==> src/rtl/simd_op_sequencer.sv <==
// Purpose: sequences one vector command (read A/B, drive lane ALUs, write back or reduce to a dot product).
// Latency: ADD/SUB/MUL done at cycle len+3, DOTP at len+4, no-op commands at cycle 1 after accept.
// Backpressure: cmd_ready only in IDLE; memory and ALU are fixed-latency, so there is no stall path.
module simd_op_sequencer #(
    parameter int OPCODE_WIDTH = 3,
    parameter int LANES        = 4,
    parameter int ADDR_WIDTH   = 10,
    parameter int LEN_WIDTH    = 8
) (
    input  logic                    clk,
    input  logic                    rstn,
    input  logic                    cmd_valid,
    output logic                    cmd_ready,
    input  logic [OPCODE_WIDTH-1:0] cmd_opcode,
    input  logic [LEN_WIDTH-1:0]    cmd_len,
    input  logic [ADDR_WIDTH-1:0]   cmd_src_a,
    input  logic [ADDR_WIDTH-1:0]   cmd_src_b,
    input  logic [ADDR_WIDTH-1:0]   cmd_dst,
    output logic                    mem_rd_en,
    output logic [ADDR_WIDTH-1:0]   mem_rd_addr_a,
    output logic [ADDR_WIDTH-1:0]   mem_rd_addr_b,
    input  logic [LANES*32-1:0]     mem_rd_data_a,
    input  logic [LANES*32-1:0]     mem_rd_data_b,
    output logic [OPCODE_WIDTH-1:0] alu_opcode,
    output logic [LANES*32-1:0]     alu_a,
    output logic [LANES*32-1:0]     alu_b,
    input  logic [LANES*32-1:0]     alu_out,
    output logic                    mem_wr_en,
    output logic [ADDR_WIDTH-1:0]   mem_wr_addr,
    output logic [LANES*32-1:0]     mem_wr_data,
    output logic                    busy,
    output logic                    done
);

    // Only the opcodes that steer the datapath are named here; STORE_TEMP_S1/S2,
    // STORE_RESULT and NOOP all complete immediately with no memory traffic.
    localparam logic [OPCODE_WIDTH-1:0] OP_NOOP = OPCODE_WIDTH'(0);
    localparam logic [OPCODE_WIDTH-1:0] OP_ADD  = OPCODE_WIDTH'(1);
    localparam logic [OPCODE_WIDTH-1:0] OP_SUB  = OPCODE_WIDTH'(2);
    localparam logic [OPCODE_WIDTH-1:0] OP_MUL  = OPCODE_WIDTH'(3);
    localparam logic [OPCODE_WIDTH-1:0] OP_DOTP = OPCODE_WIDTH'(4);

    typedef enum logic [2:0] {
        S_IDLE,
        S_ISSUE,
        S_DRAIN,
        S_DOT_WR,
        S_DONE
    } state_t;

    state_t                  state_q;
    state_t                  state_d;
    logic [OPCODE_WIDTH-1:0] op_q;
    logic [LEN_WIDTH-1:0]    len_left_q;
    logic [ADDR_WIDTH-1:0]   rd_addr_a_q;
    logic [ADDR_WIDTH-1:0]   rd_addr_b_q;
    // Holds dst for DOTP (never advances) and the running write address otherwise.
    logic [ADDR_WIDTH-1:0]   wr_addr_q;
    logic                    drain_q;
    logic                    rd_vld_d1_q;
    logic                    rd_vld_d2_q;
    logic [31:0]             acc_q;

    logic                    accept;
    logic                    is_alu_cmd;
    logic                    issue;
    logic                    dot_wr;
    logic                    alu_stage;
    logic                    wr_beat;
    logic [31:0]             lane_sum;
    logic [LANES*32-1:0]     dot_word;

    assign is_alu_cmd = (cmd_opcode == OP_ADD) || (cmd_opcode == OP_SUB) ||
                        (cmd_opcode == OP_MUL) || (cmd_opcode == OP_DOTP);
    assign accept     = cmd_valid && cmd_ready;

    // State register; reset returns to IDLE and abandons any command in flight.
    always_ff @(posedge clk) begin
        if (!rstn) begin
            state_q <= S_IDLE;
        end else begin
            state_q <= state_d;
        end
    end

    // Next-state and control strobes; strobes are masked while reset is held so an abort is immediate.
    always_comb begin
        state_d   = state_q;
        cmd_ready = 1'b0;
        busy      = 1'b1;
        done      = 1'b0;
        issue     = 1'b0;
        dot_wr    = 1'b0;
        case (state_q)
            S_IDLE: begin
                busy      = 1'b0;
                cmd_ready = 1'b1;
                if (cmd_valid) begin
                    if (is_alu_cmd && (cmd_len != '0)) begin
                        state_d = S_ISSUE;
                    end else begin
                        state_d = S_DONE;
                    end
                end
            end
            S_ISSUE: begin
                issue = 1'b1;
                if (len_left_q == LEN_WIDTH'(1)) begin
                    state_d = S_DRAIN;
                end
            end
            S_DRAIN: begin
                if (drain_q) begin
                    state_d = (op_q == OP_DOTP) ? S_DOT_WR : S_DONE;
                end
            end
            S_DOT_WR: begin
                dot_wr  = 1'b1;
                state_d = S_DONE;
            end
            S_DONE: begin
                done    = 1'b1;
                state_d = S_IDLE;
            end
            default: begin
                state_d = S_IDLE;
            end
        endcase
        if (!rstn) begin
            cmd_ready = 1'b0;
            busy      = 1'b0;
            done      = 1'b0;
            issue     = 1'b0;
            dot_wr    = 1'b0;
        end
    end

    // Command latch, beat/address counters, read-valid pipeline and dot-product accumulator.
    always_ff @(posedge clk) begin
        if (!rstn) begin
            op_q        <= OP_NOOP;
            len_left_q  <= '0;
            rd_addr_a_q <= '0;
            rd_addr_b_q <= '0;
            wr_addr_q   <= '0;
            drain_q     <= 1'b0;
            rd_vld_d1_q <= 1'b0;
            rd_vld_d2_q <= 1'b0;
            acc_q       <= '0;
        end else begin
            if (accept) begin
                op_q        <= cmd_opcode;
                len_left_q  <= cmd_len;
                rd_addr_a_q <= cmd_src_a;
                rd_addr_b_q <= cmd_src_b;
                wr_addr_q   <= cmd_dst;
                acc_q       <= '0;
            end else begin
                if (issue) begin
                    len_left_q  <= len_left_q - LEN_WIDTH'(1);
                    rd_addr_a_q <= rd_addr_a_q + ADDR_WIDTH'(1);
                    rd_addr_b_q <= rd_addr_b_q + ADDR_WIDTH'(1);
                end
                if (wr_beat) begin
                    wr_addr_q <= wr_addr_q + ADDR_WIDTH'(1);
                end
                if (rd_vld_d2_q && (op_q == OP_DOTP)) begin
                    acc_q <= acc_q + lane_sum;
                end
            end
            drain_q     <= (state_q == S_DRAIN) && !drain_q;
            rd_vld_d1_q <= issue;
            rd_vld_d2_q <= rd_vld_d1_q;
        end
    end

    // Horizontal sum of all lanes of the ALU result, wrapping at 32 bits.
    always_comb begin
        lane_sum = '0;
        for (int l = 0; l < LANES; l++) begin
            lane_sum = lane_sum + alu_out[l*32 +: 32];
        end
    end

    // Dot-product result word: accumulator in lane 0, remaining lanes zero.
    always_comb begin
        dot_word       = '0;
        dot_word[31:0] = acc_q;
    end

    assign alu_stage = rstn && rd_vld_d1_q;
    assign wr_beat   = rstn && rd_vld_d2_q && (op_q != OP_DOTP);

    assign mem_rd_en     = issue;
    assign mem_rd_addr_a = issue ? rd_addr_a_q : '0;
    assign mem_rd_addr_b = issue ? rd_addr_b_q : '0;

    assign alu_opcode = alu_stage ? op_q : OP_NOOP;
    assign alu_a      = alu_stage ? mem_rd_data_a : '0;
    assign alu_b      = alu_stage ? mem_rd_data_b : '0;

    assign mem_wr_en   = wr_beat || dot_wr;
    assign mem_wr_addr = (wr_beat || dot_wr) ? wr_addr_q : '0;
    assign mem_wr_data = dot_wr ? dot_word : (wr_beat ? alu_out : '0);

endmodule

==> config.mk <==
export PLATFORM = sky130hd
export DESIGN_NAME = simd_op_sequencer
export DESIGN_NICKNAME = d
export VERILOG_FILES = /design/src/rtl/simd_op_sequencer.sv
export SDC_FILE = /design/constraint.sdc
export NUM_CORES = 1
export LEC_CHECK = 0
export BUFFER_PORTS_ARGS = -buffer_cell sky130_fd_sc_hd__buf_2
export CAP_MARGIN = 10
export CORE_AREA = 5 5 326 328
export DETAILED_ROUTE_END_ITERATION = 7
export DIE_AREA = 0 0 331 333
export PLACE_DENSITY_LB_ADDON = 0.15
export SLEW_MARGIN = 10
export SYNTH_ARGS = -nofsm -noshare
export SYNTH_HDL_FRONTEND = slang
export SYNTH_SLANG_ARGS = --single-unit
==> constraint.sdc <==
create_clock -name clk -period 5.9 [get_ports clk]
set_input_delay 0.59 -clock clk [delete_from_list [all_inputs] [get_ports clk]]
set_output_delay 0.59 -clock clk [all_outputs]
set_load 0.01 [all_outputs]
## Yosys cells after proc, flatten, opt, wreduce, memory -nomap -nowiden

Index checks and enable logic that the tools add are counted.

| word-level totals | value |
|---|---|
| register bits | 79 |
| bits of input ports | 428 |
| output and inout bits | 422 |

| operators by class | value |
|---|---|
| add/subtract/negate cells | 8 |
| equality and inequality tests | 14 |
| muxes and demuxes | 32 |
| bitwise gates (word level) | 1 |
| reduce and logical (&&, ||, !) cells | 18 |

Operator list:

| operator | count |
|---|---|
| $mux W128 | 4 |
| $add A32 B32 Y32 | 4 |
| $mux W10 | 9 |
| $add A10 B1 Y10 const B | 3 |
| $mux W3 | 6 |
| $mux W8 | 2 |
| $eq A3 B2 Y1 const B | 4 |
| $pmux W3 S4 | 1 |
| $mux W1 | 10 |
| $eq A3 B3 Y1 const B | 3 |
| $eq A8 B1 Y1 const B | 1 |
| $reduce_bool A8 Y1 | 1 |
| $sub A8 B1 Y8 const B | 1 |
| $logic_and A1 B1 Y1 | 7 |
| $eq A3 B1 Y1 const B | 2 |
| $ne A2 B2 Y1 const B | 3 |
| $logic_or A1 B1 Y1 | 4 |
| $reduce_bool A2 Y1 | 2 |
| $logic_not A3 Y1 | 1 |
| $ne A3 B3 Y1 const B | 1 |
| $reduce_and A3 Y1 | 1 |
| $reduce_or A2 Y1 | 1 |
| $logic_not A1 Y1 | 1 |
| $not A1 Y1 | 1 |

## Depth between registers and ports, before layout

| logic depth | value |
|---|---|
| depth in word-level cells | 8 |
| gate-level depth with buffers | 17 |

## Worst setup path before layout

No wires, ideal clock.

| path | value |
|---|---|
| path type | input to register |
| start point | in alu_out[1] |
| end point | reg acc_q[31] |
| setup time | 0.103 ns |
| data arrival time | 4.155 ns |
| slack | 1.641 ns |
| cell stages on the path | 16 |
| path buffers | 0 |
| cell sequence | inv_1 fa_1 fa_1 fa_1 inv_1 ha_1 inv_1 fa_1 nor2b_1 o211ai_1 a211oi_2 nor2_1 o21ai_2 a21oi_2 o2111a_1 a2111oi_2 |

| on the way | value |
|---|---|
| word-level cells in the longest chain between the ends | 4 |

Ends and longest elaborated chain:

| element | RTL line | text |
|---|---|---|
| start, declared | 27 | `input logic [LANES*32-1:0] alu_out,` |
| $add A32 B32 Y32 (3 in a row) | 181 | `lane_sum = lane_sum + alu_out[l*32 +: 32];` |
| $add A32 B32 Y32 | 168 | `acc_q <= acc_q + lane_sum;` |
| end signal, assigned | 168 |  |
| end, declared | 62 | `logic [31:0] acc_q;` |

Every way passes these cells.
A chain may end at the register's enable or synchronous reset.

## Worst setup path in the final report

| path | value |
|---|---|
| start point | in alu_out[65] |
| end point | reg acc_q[31] |

| on the way | value |
|---|---|
| word-level cells in the longest chain between the ends | 3 |

Ends and longest elaborated chain:

| element | RTL line |
|---|---|
| $add A32 B32 Y32 (2 in a row) | 181 |
| $add A32 B32 Y32 | 168 |

Every way passes these cells.

==> results_dict.tcl <==
set metrics [dict create \
    hold_violations 0 \
    clock_tree.root_cell "sky130_fd_sc_hd__clkbuf_16" \
    io_pins 850 \
    core_area_um2 102900 \
    die_height_um 333 \
    cp_data_required_time_ns 6.18 \
    r2r_setup_slack_ns 2.26 \
    nFillCells 12065 \
    power_density_nw_per_um2 212.3 \
    yosysWarningCount 0 \
    synth_edf_count 0 \
    timing.critical_path.from_type "input port" \
    run_status "completed" \
    final-setup-viol-count 0 \
    dominantRegCellSynth "sky130_fd_sc_hd__dfxtp_1" \
    post-route-drc-count 0 \
    via_count 14261 \
    rr_worst_depth 14 \
    netlist-cell-type-count 63 \
    p_leak_nw 10.28 \
    floorplan.initialDensity_pct 10.70 \
    clock_h_tree_levels 3 \
    grt_pass1_wl_um 131600 \
    fp.dieArea_um2 110200 \
    max_clk_rate_ghz 0.2205 \
    place_congestion 0.9749 \
    synth_sequential_area_ratio_pct 14.37 \
    chipWidth_um 331 \
    insertion_delay_ns 0.39 \
    maxSlewViolCount 0 \
    design.final.nets 2847 \
    global_route.usage.total_pct 17.30 \
    area_growth_pct 55.72 \
    holdBufCountCts 0 \
    worstReg2RegEnd "acc_q[31]$_SDFFE_PP0P_" \
    clock_period_minus_final_worst_setup_slack_ns 4.535 \
    post_drt_wl_per_cell_um 26.71 \
    post-route-period-util_pct 76.86 \
    worst-setup-path-type "input port to flip-flop" \
    proportion_of_layout_cells_with_a_drive_suffix_above_1_pct 38.91 \
    crit_path_cell_trace "buf_2, inv_1, fa_1, fa_1, fa_1, inv_1, ha_1, inv_1, fa_1, nor2b_1, o211ai_1, a211oi_2, nor2_1, o21ai_2, a21oi_2, o2111a_1, a2111oi_2" \
    setup.worst_path.end_class "flip-flop" \
    synth_area_um2 11010 \
    drt_wl_total_um 99230 \
    synth_async_sr_flop_share_pct 0 \
    grt_pass1_vias 15016 \
    viasPerCell 3.839 \
    postCtsResizedCells 0 \
    path_common_cell "sky130_fd_sc_hd__fa_1" \
    r2r_start "acc_q[1]$_SDFFE_PP0P_" \
    tritoncts "done" \
    relative_slew_slack_pct 31.04 \
    tightest_hold_check_type "input port to flip-flop" \
    skew_ns 0.02279 \
    max-cap-violations 0 \
    drt_first_iter_violations 515 \
    critical_path.max_fanout 4 \
    synth_area_per_cell_um2 7.185 \
    synthesis.nets 2089 \
    cp_max_stage_delay_ns 0.53 \
    grt_setup_unrepaired "no" \
    rows 118 \
    synthesis.instances 1532 \
    ir_drop_mv 0.1358 \
    largest_net_degree_at_the_start_of_global_routing 207 \
    clkSinkCount 79 \
    cp-startpoint "alu_out[65]" \
    timing.critical_path.arrival_ns 4.81 \
    clock_path_buffers 2 \
    report.power.total_mw 3.639 \
    antenna_found_initial 122 \
    worst_pin_slew_ns 1.034 \
    final_antenna_net_count 0 \
    crit_slowest_cell "sky130_fd_sc_hd__fa_1" \
    clkSlewWorstSetupHoldPaths_ns 0.09 \
    cts_buffer_count 9 \
    dp.final_hpwl_um 86270 \
    grt.overflow.total 0 \
    timing.critical_path.to "acc_q[31]$_SDFFE_PP0P_" \
    place.port_buffers 849 \
    cts_setup_buffers 0 \
    setup_tns_ns 0 \
    synth.ff_latch_count 79 \
    first_pass_iters 5 \
]
[worst max-delay path: cells and delay by family]
family,cells,cell delay [ns]
buffers and inverters,4,0.34
adders and majority gates,5,2.01
and+or+nand+nor,2,0.32
AOI/OAI and AO/OA,6,1.54
[final cells by class]
class	instances	area, um^2	area share, %
Antenna cell	40	100.1	0.5839
Clock inverter	6	78.83	0.4599
Multi-Input combinational cell	1051	7939	46.31
Inverter	286	1074	6.263
Sequential cell	79	1585	9.248
Clock buffer	10	250.2	1.460
Tap cell	1380	1727	10.07
Timing Repair Buffer	863	4388	25.60
[through the flow]
step           utilization, %  hold WS (ns)  setup slack, ns  cell area, um^2  instances
3_5_place_dp            16.24        0.4228           0.8946            16710       3659
2_1_floorplan               -        0.3911            1.641            11010       1532
6_report                16.66        0.4158            1.365            17140       3715
4_1_cts                 16.56        0.3866            1.283            17040       3675
3_3_place_gp            16.24        0.4212           0.9157            16710       3659
5_1_grt                 16.62        0.4199            1.039            17100       3700
[cells in the mapped netlist, drive strengths merged (9+ instances only)]
| master | count | area [um^2] |
|---|---|---|
| inv | 286 | 1074 |
| a22o | 32 | 280.3 |
| a21boi | 17 | 127.6 |
| nand2 | 90 | 337.8 |
| xnor2 | 22 | 192.7 |
| nor2b | 16 | 100.1 |
| nor3 | 81 | 405.4 |
| buf | 13 | 52.55 |
| and3 | 288 | 1802 |
| a221oi | 10 | 87.58 |
| a21o | 13 | 97.59 |
| a211oi | 17 | 132.6 |
| and2 | 57 | 359.1 |
| clkbuf | 103 | 386.6 |
| nand4 | 9 | 56.30 |
| dfxtp | 79 | 1582 |
| nand3 | 25 | 130.1 |
| fa | 92 | 1842 |
| o21ai | 34 | 173.9 |
| nor2 | 59 | 221.5 |
| a21oi | 48 | 247.7 |
| ha | 37 | 462.9 |
| xor2 | 13 | 113.9 |
[power breakdown]
part / internal [mW] / switching, mW
logic: 0.871 / 1.38
registers: 0.596 / 0.0896
clock network: 0.366 / 0.333
[cell usage in the layout, fill, tap and decap left out, drive strengths merged, types with 4 or more instances in the layout]
| cell | instances |
|---|---|
| o211ai | 6 |
| nor3b | 4 |
| o311ai | 6 |
| a21oi | 48 |
| and3 | 288 |
| and4 | 4 |
| nand2b | 4 |
| o31ai | 5 |
| a21boi | 17 |
| o21a | 6 |
| clkbuf | 11 |
| a31oi | 6 |
| mux2i | 4 |
| nor4 | 6 |
| o21ai | 34 |
| nand2 | 90 |
| xor2 | 13 |
| nand3 | 25 |
| ha | 37 |
| nor2b | 16 |
| a21o | 13 |
| o211a | 4 |
| and2 | 57 |
| fa | 92 |
| a211oi | 17 |
| dfxtp | 79 |
| inv | 290 |
| diode | 40 |
| or3 | 6 |
| a221oi | 10 |
| nand3b | 4 |
| a22o | 32 |
| nor2 | 59 |
| a2111oi | 4 |
| buf | 862 |
| xnor2 | 22 |
| nor3 | 81 |
| nand4 | 9 |
[flip-flops by register name, summed over array words and instances (netlist names)]
register	flops
rd_vld_d2_q	1
rd_vld_d1_q	1
state_q	3
op_q	3
len_left_q	8
acc_q	32
rd_addr_b_q	10
wr_addr_q	10
rd_addr_a_q	10
drain_q	1
[metal layers]
metal | vias to the layer above | global-route usage (%) | share of wire, % | wire (um)
met5 | - | 0 | 0.070 | 69
met4 | 12 | 7.987 | 5.7 | 5698
met3 | 239 | 7.034 | 9.6 | 9574
met2 | 679 | 33.97 | 54 | 53910
met1 | 6673 | 15.08 | 30 | 29980
li1 | 6658 | - | - | -
[worst min-delay path by stage]
| stage | cells past startpoint | end | start | slack (ns) |
|---|---|---|---|---|
| after CTS | 3 | op_q[0]$_SDFFE_PN0P_ | cmd_opcode[0] | 0.39 |
| after detailed placement | 1 | drain_q$_SDFF_PN0_ | drain_q$_SDFF_PN0_ | 0.42 |
| after global placement | 1 | drain_q$_SDFF_PN0_ | drain_q$_SDFF_PN0_ | 0.42 |
| after floorplan | 1 | drain_q$_SDFF_PN0_ | drain_q$_SDFF_PN0_ | 0.39 |
| after global routing | 3 | op_q[0]$_SDFFE_PN0P_ | cmd_opcode[0] | 0.42 |
| final | 3 | op_q[0]$_SDFFE_PN0P_ | cmd_opcode[0] | 0.42 |
[cells by family (layout without fill, tap and decap cells)]
| group | Yosys count | count (layout) | synth area share [%] |
|---|---|---|---|
| compound gates | 225 | 225 | 14.62 |
| xor+xnor | 35 | 35 | 2.785 |
| fa+ha+maj | 129 | 129 | 20.94 |
| buf+inv | 402 | 1165 | 13.74 |
| flops | 79 | 79 | 14.37 |
| mux | 5 | 5 | 0.4660 |
| other cells | 0 | 40 | 0 |
| simple gates | 657 | 657 | 33.09 |
No activity file was read; power rests on OpenSTA's default activity.
